File: config.mk
export PLATFORM = sky130hd
export DESIGN_NAME = reg_file
export DESIGN_NICKNAME = d
export VERILOG_FILES = /design/src/rtl/reg_file.sv
export SDC_FILE = /design/constraint.sdc
export NUM_CORES = 1
export LEC_CHECK = 0
export ABC_AREA = 1
export CORE_MARGIN = 1
export CORE_UTILIZATION = 35
export DETAILED_ROUTE_END_ITERATION = 8
export PLACE_DENSITY = 0.53
export SLEW_MARGIN = 20
export SYNTH_ARGS = -nofsm -noshare
export SYNTH_HDL_FRONTEND = slang
export SYNTH_SLANG_ARGS = --single-unit
File: constraint.sdc
create_clock -name clk -period 5.6 [get_ports clk]
set_clock_uncertainty 0.2 [all_clocks]
set_input_delay 1.12 -clock clk [delete_from_list [all_inputs] [get_ports clk]]
set_output_delay 1.12 -clock clk [all_outputs]
set_load 0.005 [all_outputs]
File: src/rtl/reg_file.sv
// Register file with two combinational read ports and one write port.
// R0 reads as zero. Each read port forwards a same-cycle write.
module reg_rd_port #(
  parameter int DATA_W = 16,
  parameter int ADDR_W = 4,
  parameter int NREGS  = 1 << ADDR_W
) (
  input  logic [NREGS-1:0][DATA_W-1:0] regs,
  input  logic [ADDR_W-1:0]            addr,
  input  logic                         rst_n,
  input  logic                         wr_en,
  input  logic [ADDR_W-1:0]            dst_addr,
  input  logic [DATA_W-1:0]            wr_data,
  output logic [DATA_W-1:0]            data
);
  logic zero_sel;
  logic bypass;

  assign zero_sel = (addr == '0);
  // R0 is never forwarded, and nothing is forwarded while reset is held.
  assign bypass   = rst_n && wr_en && (dst_addr == addr) && !zero_sel;

  always_comb begin
    data = regs[addr];
    if (zero_sel)    data = '0;
    else if (bypass) data = wr_data;
  end
endmodule

module reg_file #(
  parameter int DATA_W = 16,
  parameter int ADDR_W = 4
) (
  input  logic              clk,
  input  logic              rst_n,
  input  logic [ADDR_W-1:0] src1_addr,
  input  logic [ADDR_W-1:0] src2_addr,
  output logic [DATA_W-1:0] src1_data,
  output logic [DATA_W-1:0] src2_data,
  input  logic              wr_en,
  input  logic [ADDR_W-1:0] dst_addr,
  input  logic [DATA_W-1:0] wr_data,
  output logic              err_r0_wr
);
  localparam int NREGS    = 1 << ADDR_W;
  localparam int NUM_PORTS = 2;

  logic [NREGS-1:0][DATA_W-1:0]     regs;
  logic [NUM_PORTS-1:0][ADDR_W-1:0] rd_addr;
  logic [NUM_PORTS-1:0][DATA_W-1:0] rd_data;

  // Reset wins over a concurrent write. R0 is never written.
  always_ff @(posedge clk) begin
    if (!rst_n) begin
      regs      <= '0;
      err_r0_wr <= 1'b0;
    end else begin
      if (wr_en && (dst_addr != '0)) regs[dst_addr] <= wr_data;
      err_r0_wr <= wr_en && (dst_addr == '0);
    end
  end

  assign rd_addr[0] = src1_addr;
  assign rd_addr[1] = src2_addr;

  genvar p;
  generate
    for (p = 0; p < NUM_PORTS; p++) begin : g_rd
      reg_rd_port #(.DATA_W(DATA_W), .ADDR_W(ADDR_W), .NREGS(NREGS)) u_rd (
        .regs     (regs),
        .addr     (rd_addr[p]),
        .rst_n    (rst_n),
        .wr_en    (wr_en),
        .dst_addr (dst_addr),
        .wr_data  (wr_data),
        .data     (rd_data[p])
      );
    end
  endgenerate

  assign src1_data = rd_data[0];
  assign src2_data = rd_data[1];
endmodule

Word level (Yosys, flattened, before mapping):

Cells that the tools add are included.
W data, S select, Z words.

* bits in read-only memories: 0
* register bits after elaboration: 257
* latch bits: 0
* memory bits (writable): 0
* memories: 0

* equal/unequal tests: 2
* add/subtract/negate cells: 0
* div/mod/pow operators: 0
* shifts and indexed selects: 0
* $mul: 0
* bitwise operators: 0
* mux-type cells: 11
* $lt $le $gt $ge: 4
* reduce and logical (&&, ||, !) cells: 14

Operator list (number)
* $bwmux W256: 1
* $bmux W16 S4: 2
* $mux W16: 7
* $demux W16 S4: 1
* $lt A4 B5 Y1 const B: 3
* $logic_not A4 Y1: 3
* $eq A4 B4 Y1: 2
* $logic_and A1 B1 Y1: 8
* $ge A4 B1 Y1 const B: 1
* $reduce_bool A4 Y1: 1
* $logic_not A1 Y1: 2

Logic depth before layout (Yosys ltp):

* word-level depth: 5
* depth in mapped cells: 12
* gate-level depth less buffers: 10

By module:

A second synthesis with hierarchy kept.

* cell total of the unflattened synthesis: 2844
* area, all modules: 15987.8 um^2

By module, submodules not included
* reg_file: instances 1, cells an instance 1236, area each 9376.5 um^2
* reg_rd_port: instances 2, cells an instance 804, area each 3305.7 um^2

Worst setup path before layout:

Ideal clock, no wire load.

* path type: input-to-output
* start: input src2_addr[1]
* end: output src2_data[0]
* setup slack: 2.115 ns
* data required time: 4.280 ns
* stages on the path: 9
* data arrival time: 2.165 ns
* cell sequence: buf_2 xor2_1 nor2_2 buf_2 nand3b_1 nand2_1 inv_1 nand2_1 inv_1

* longest elaborated chain between the ends: 5

Ends and longest elaborated chain
* start: declaration: RTL line 37 `input logic [ADDR_W-1:0] src2_addr,`
* parallel branches: the longest is 4 deep, another holds $bmux W16 S4
* $mux W16 (*): RTL line 25 `if (zero_sel) data = '0;`
* end: declaration: RTL line 39 `output logic [DATA_W-1:0] src2_data,`

Mark *: on every way between the ends. The select of a mux whose other input is x is not followed.

Worst setup path in the final report:

* start: input wr_en
* end: output src2_data[0]

* longest elaborated chain between the ends: 5

Ends and longest elaborated chain
* start: declaration: RTL line 40 `input logic wr_en,`
* $logic_and A1 B1 Y1 (3 in series): RTL line 21 `assign bypass = rst_n && wr_en && (dst_addr == addr) && !zero_sel;`
* $mux W16: RTL line 26 `else if (bypass) data = wr_data;`
* $mux W16: RTL line 25

No other way between the ends.

==> impl_metrics.py <==
metrics = {
    "sta": {
        "fin_setup_tns_ns": 0,
        "post-route-min-period_ns": 5.05,
        "rsz0062_at_grt": "false",
        "fin_crit_sh_pct": 90.1,
        "tightest_slew_ns": 0.989,
        "max_freq_ghz": 0.198,
        "slew_viol_final": 0,
        "slew_headroom_pct": 34.1,
        "setup_ws_ns": 0.553,
        "hold_slack_ns": 0.225,
        "timing.final.hold_violations": 0,
        "finalSetupViolations": 0,
    },
    "layout": {
        "final_area_um2": 16800,
        "layout-drive-gt1-share_pct": 4.88,
        "num-nets-final": 2568,
        "num_antenna_cells": 0,
        "area_growth_pct": 13.3,
    },
    "critical_path": {
        "critPathArrivalTime_ns": 3.73,
        "cp_max_fo": 17,
        "end_kind": "output pin",
        "crit_type": "input port to output pin",
        "crit_required_ns": 4.28,
        "start_kind": "input port",
    },
    "drt": {
        "ant_nets": 0,
        "drc": 0,
        "wl_per_cell_um": 18.7,
        "viasPerCell": 5.19,
        "vias": 16100,
        "drt_iter0_drc": 1672,
        "dr.pass1.iters": 8,
        "finalWirelength_mm": 58.0,
    },
    "grt": {
        "overflow": 0,
        "first_global_vias": 14500,
        "antenna_found_initial": 1,
        "grt_pass1_wl_mm": 88.3,
        "grt_max_degree": 119,
        "grt_use_total_pct": 26.2,
    },
    "clock_network": {
        "tritoncts": "built",
        "clockBufferDepth": 3,
        "cts_root_buffer": "clkbuf_16",
        "clkSlewWorstSetupHoldPaths_ns": 0.06,
        "clock_latency_ns": 0.57,
        "holdBufCountCts": 0,
        "cts_htree_levels": 1,
        "post_cts_resized": 0,
        "cts_inserted_buffers": 31,
        "post_cts_buffers": 0,
        "cts.sinks": 257,
    },
    "synth": {
        "synth_seq_cells": 257,
        "syn-num-nets": 2604,
        "synthCells": 2573,
        "synth_area_um2": 14900,
        "syn_area_per_cell_um2": 5.77,
        "ys_seq_area_share_pct": 34.6,
        "netlist-cell-type-count": 22,
        "yosysWarnings": 0,
    },
    "placement": {
        "dp_slack_ns": 0.631,
        "place_hpwl_mm": 38.0,
        "io_buffers": 63,
        "gp_congestion": 0.913,
        "post_dp_cell_area_um2": 15800,
    },
    "floorplanning": {
        "core_area_um2": 41900,
        "pin_count": 64,
        "rows": 75,
        "die_w_um": 208,
        "die-area_um2": 43300,
        "die_h_um": 208,
        "start_util_pct": 35.5,
    },
    "power": {
        "ir_worst_vdd_mv": 0.196,
        "powerDensity_nw_per_um2": 279,
        "total_leakage_power_nw": 7.64,
    },
    "hold_path": {
        "hold_path.class": "flip-flop to flip-flop",
    },
    "outcome": {
        "status": "finished clean",
    },
    "run": {
        "drv_cap": 0,
    },
}
-- layer usage --
metal	vias up	wire, um	track usage (%)
met3	91	4460	3.74
met1	7415	26800	37.2
li1	7956	-	-
met4	2	1310	7.66
met2	619	25500	41.1
met5	-	10	0
-- final cells by class --
| class | instances | area (um2) |
|---|---|---|
| fillers | 4540 | 25000 |
| multi-input cells | 1920 | 8110 |
| flip-flops and latches | 257 | 5140 |
| well taps | 539 | 674 |
| repair buffers | 116 | 1060 |
| clock inverters | 8 | 104 |
| clock buffers | 49 | 933 |
| inverters | 211 | 797 |
-- path summary, 6_finish.rpt --
check            start      endpoint  slack (ns)  depth (start not counted)
max reg2reg  regs[239]     regs[239]        4.72                          2
max              wr_en  src2_data[0]        0.55                         10
min            regs[7]       regs[7]        0.23                          2
min reg2reg    regs[7]       regs[7]        0.23                          2
-- synthesized netlist by cell type (all sizes together) --
cell / instances / area (um2)
a21oi: 160 / 801
buf: 78 / 405
clkbuf: 107 / 403
clkinv: 1 / 3.75
dfxtp: 257 / 5140
inv: 210 / 788
nand2: 898 / 3370
nand3: 203 / 1020
nand3b: 16 / 120
nor2: 369 / 1420
nor4: 1 / 6.26
o21ai: 272 / 1360
xor2: 1 / 8.76
-- state kept, by name, indices dropped and copies added, names as in the netlist --
| name | count |
|---|---|
| regs | 256 |
| err_r0_wr | 1 |
-- kinds of logic after synthesis --
kind of cell / Yosys count / synth area share, %
buffers and inverters: 396 / 10.8
XOR/XNOR: 1 / 0.0590
flip-flops: 257 / 34.6
AND/OR/NAND/NOR: 1487 / 40.0
AO/OA/AOI/OAI: 432 / 14.6
-- power breakdown --
part	internal [mW]	switching, mW	total (mW)	leakage, nW
Clock	1.23	0.836	2.07	0.500
Combinational	0.240	0.503	0.743	5.06
Sequential	1.87	0.0194	1.89	2.08
-- worst max-delay path: stages --
cell and delay [ns]:
clkdlybuf4s50_1 0.70, nand2_1 0.14, clkinv_1 0.08, nand3_1 0.20
nor2_4 0.39, nand2_2 0.28, nand3_1 0.19, nand2_1 0.07
inv_1 0.05, clkdlybuf4s50_1 0.49
-- cell usage in the layout (no fill, tap or decap), types with 2 or more instances in the layout --
cell               n
buf_2              2
nor2_2             5
clkbuf_8           9
nand2_1          897
clkinv_2           2
nand3b_1          16
clkbuf_1           9
dfxtp_1          257
o21ai_1            2
nor2_4             3
bufinv_16          2
inv_2              8
buf_12             4
inv_1            200
nand3_1          203
inv_4              2
buf_4             51
clkinvlp_4         3
o21ai_0          270
a21oi_1          160
clkdlybuf4s50_1   58
clkbuf_16         31
nor2_1           361
-- per-stage QoR --
stage                     total power [mW]  cells  utilization, %
final                                 4.69   3100            40.2
after global routing                  4.87   3100            40.2
after CTS                             4.71   3100            40.2
after detailed placement              2.65   3043            37.7
after global placement                2.65   3043            37.7
after floorplan                       2.35   2573               -
Note: power is estimated with default switching activity, not from simulation.
==> variant (same settings) <==
`DATA_W` is set to 16 in 2 places; all go to 24.
--- a/src/rtl/reg_file.sv
+++ b/src/rtl/reg_file.sv
@@ -3,3 +3,3 @@
 module reg_rd_port #(
-  parameter int DATA_W = 16,
+  parameter int DATA_W = 24,
   parameter int ADDR_W = 4,
@@ -30,3 +30,3 @@
 module reg_file #(
-  parameter int DATA_W = 16,
+  parameter int DATA_W = 24,
   parameter int ADDR_W = 4
Interface: changed (resized src1_data, src2_data and wr_data); port bits go from 64 to 88. The function was not compared with the original's and may differ.
==> variant against the unedited design <==
  * Largest cell class unchanged
  * Cell area rose by 51%
  * Synthesized area grew 50%
  * Cell count is 50% higher
  * Highest routed layer unchanged
  * Power up 52%
  * Worst setup slack gained 0.014 ns
  * Via count grew 48%
  * Wire length increased by 57%
  * Sequential cell count is 128 higher
  * Sequential power rose by 49%
  * Worst hold slack got worse by 0.0023 ns
  * Utilization up 0.055 points
  * Fmax rose by 0.27%
==> variant: results (changes against the unedited design) <==
* Worst path max stage delay at 0.60 ns (-0.10 ns)
* GP Congestion at 0.8669 (-5.1%)
* Register area share after synthesis at 34.49% (-0.15 points)
* Slowest cell on crit path: clkdlybuf4s50_1
* Total GRT Usage at 27.53% (+1.3 points)
* Vias in the first global route at 20,950 (+44%)
* Largest delay share family, worst path: buffers and inverters
* Clock latency on the worst-skew pair at 0.59 ns (+0.02 ns)
* Post-cts sizing count at 0 (unchanged)
* DP Wirelength at 54,380 um (+43%)
* Max VDD drop at 0.0002317 V (+18%)
* Status: completed
* Port bufs at 87 (+38%)
* Postcts setup bufs at 0 (unchanged)
* First-pass GRT wire length at 135,200 um (+53%)
* Root Driver: clkbuf_16
* Top cells by count, synth: nand2_1 (1,326), nor2_1 (542), o21ai_0 (403)
* First-pass DRT Iterations at 6 (-2)
* Placed insts at 4,559 (+50%)
* Synth area leaders: dfxtp_1 (34%), nand2_1 (22%), nor2_1 (9.1%)
* WL met1 at 41,940 um (+57%)
* Max layer used: met5
* CTS H-Tree Depth at 2 (+1)
* Lkg Pwr at 11.70 nW (+53%)
* Worst slew pin tran at 1.094 ns (+0.1048 ns)
* Yosys warnings at 0 (unchanged)
* Syn nets at 3,872 (+49%)
* Via-per-instance ratio at 5.113 (-1.4%)
* Overall routed net length at 90,980 um (+57%)
* Pin count of the biggest net entering global routing at 238 (+100%)
* Cells after Synth at 3,833 (+49%)
* Violation count after the first detailed-route iteration at 2,222 (+33%)
* Clock tree buffer depth at 3 (unchanged)
* Via count at 23,760 (+48%)
* Initial antenna violation count at 3 (+2)
* Post-synthesis cell type count at 25 (+14%)
* Worst Path Max Fanout at 10 (-7)
* Hold Path Class: reg -> reg
* Total CTS buffers at 47 (+52%)
* Met3 wire length at 7562 um (+69%)
* WP data arrival at 3.71 ns (-0.02 ns)
* Biggest regs: regs x384, err_r0_wr x1
* Layout cells sized above 1 at 6.028% (+1.1 points)
* Met2 wire len at 39,290 um (+54%)
* Dpl ws at 0.6045 ns (-0.02693 ns)
variant: cell type report:
type | instances | area [um2]
diodes | 1 | 2.502
clock buffers | 67 | 1361
clock inverters | 19 | 211.5
fillers | 7027 | 37690
inverters | 299 | 1132
multi-input cells | 2852 | 12180
flip-flops and latches | 385 | 7707
well taps | 846 | 1059
repair buffers | 177 | 1737
variant: per-layer routing:
metal | vias to the layer above | global-route usage, %
met1 | 10840 | 39.40
met4 | 4 | 7.511
li1 | 11810 | -
met3 | 146 | 4.593
met2 | 952 | 42.27
met5 | - | 0
variant: final timing paths:
kind                                   from             to  slack [ns]  cells after the start
worst max register to register    regs[301]      regs[301]        4.72                      2
worst min-delay path                regs[8]        regs[8]        0.22                      2
worst min register to register      regs[8]        regs[8]        0.22                      2
worst max-delay path            dst_addr[3]  src2_data[13]        0.57                     13
variant: where the power goes:
group / internal, mW / switching, mW / total (mW)
logic: 0.364 / 0.746 / 1.11
registers: 2.80 / 0.0289 / 2.82
clock network: 1.87 / 1.31 / 3.19
variant: cell families after synthesis:
| group | Yosys count | share of synthesized area [%] |
|---|---|---|
| compound gates | 651 | 14.58 |
| xor+xnor | 1 | 0.03920 |
| buf+inv | 596 | 11.15 |
| flops | 385 | 34.49 |
| simple gates | 2200 | 39.74 |
variant: worst register-to-register path: cells and delay by family, from the launching register on:
kind             cells  cell delay [ns]
flip-flops           1             0.37
AND/OR/NAND/NOR      1             0.14
AO/OA/AOI/OAI        1             0.10
variant: metrics by stage:
step | util, % | power (mW) | area (um2)
6_report | 40.26 | 7.123 | 25390
5_1_grt | 40.26 | 7.384 | 25390
4_1_cts | 40.25 | 7.154 | 25390
3_5_place_dp | 37.76 | 3.975 | 23820
3_3_place_gp | 37.71 | 3.975 | 23790
2_1_floorplan | - | 3.518 | 22350
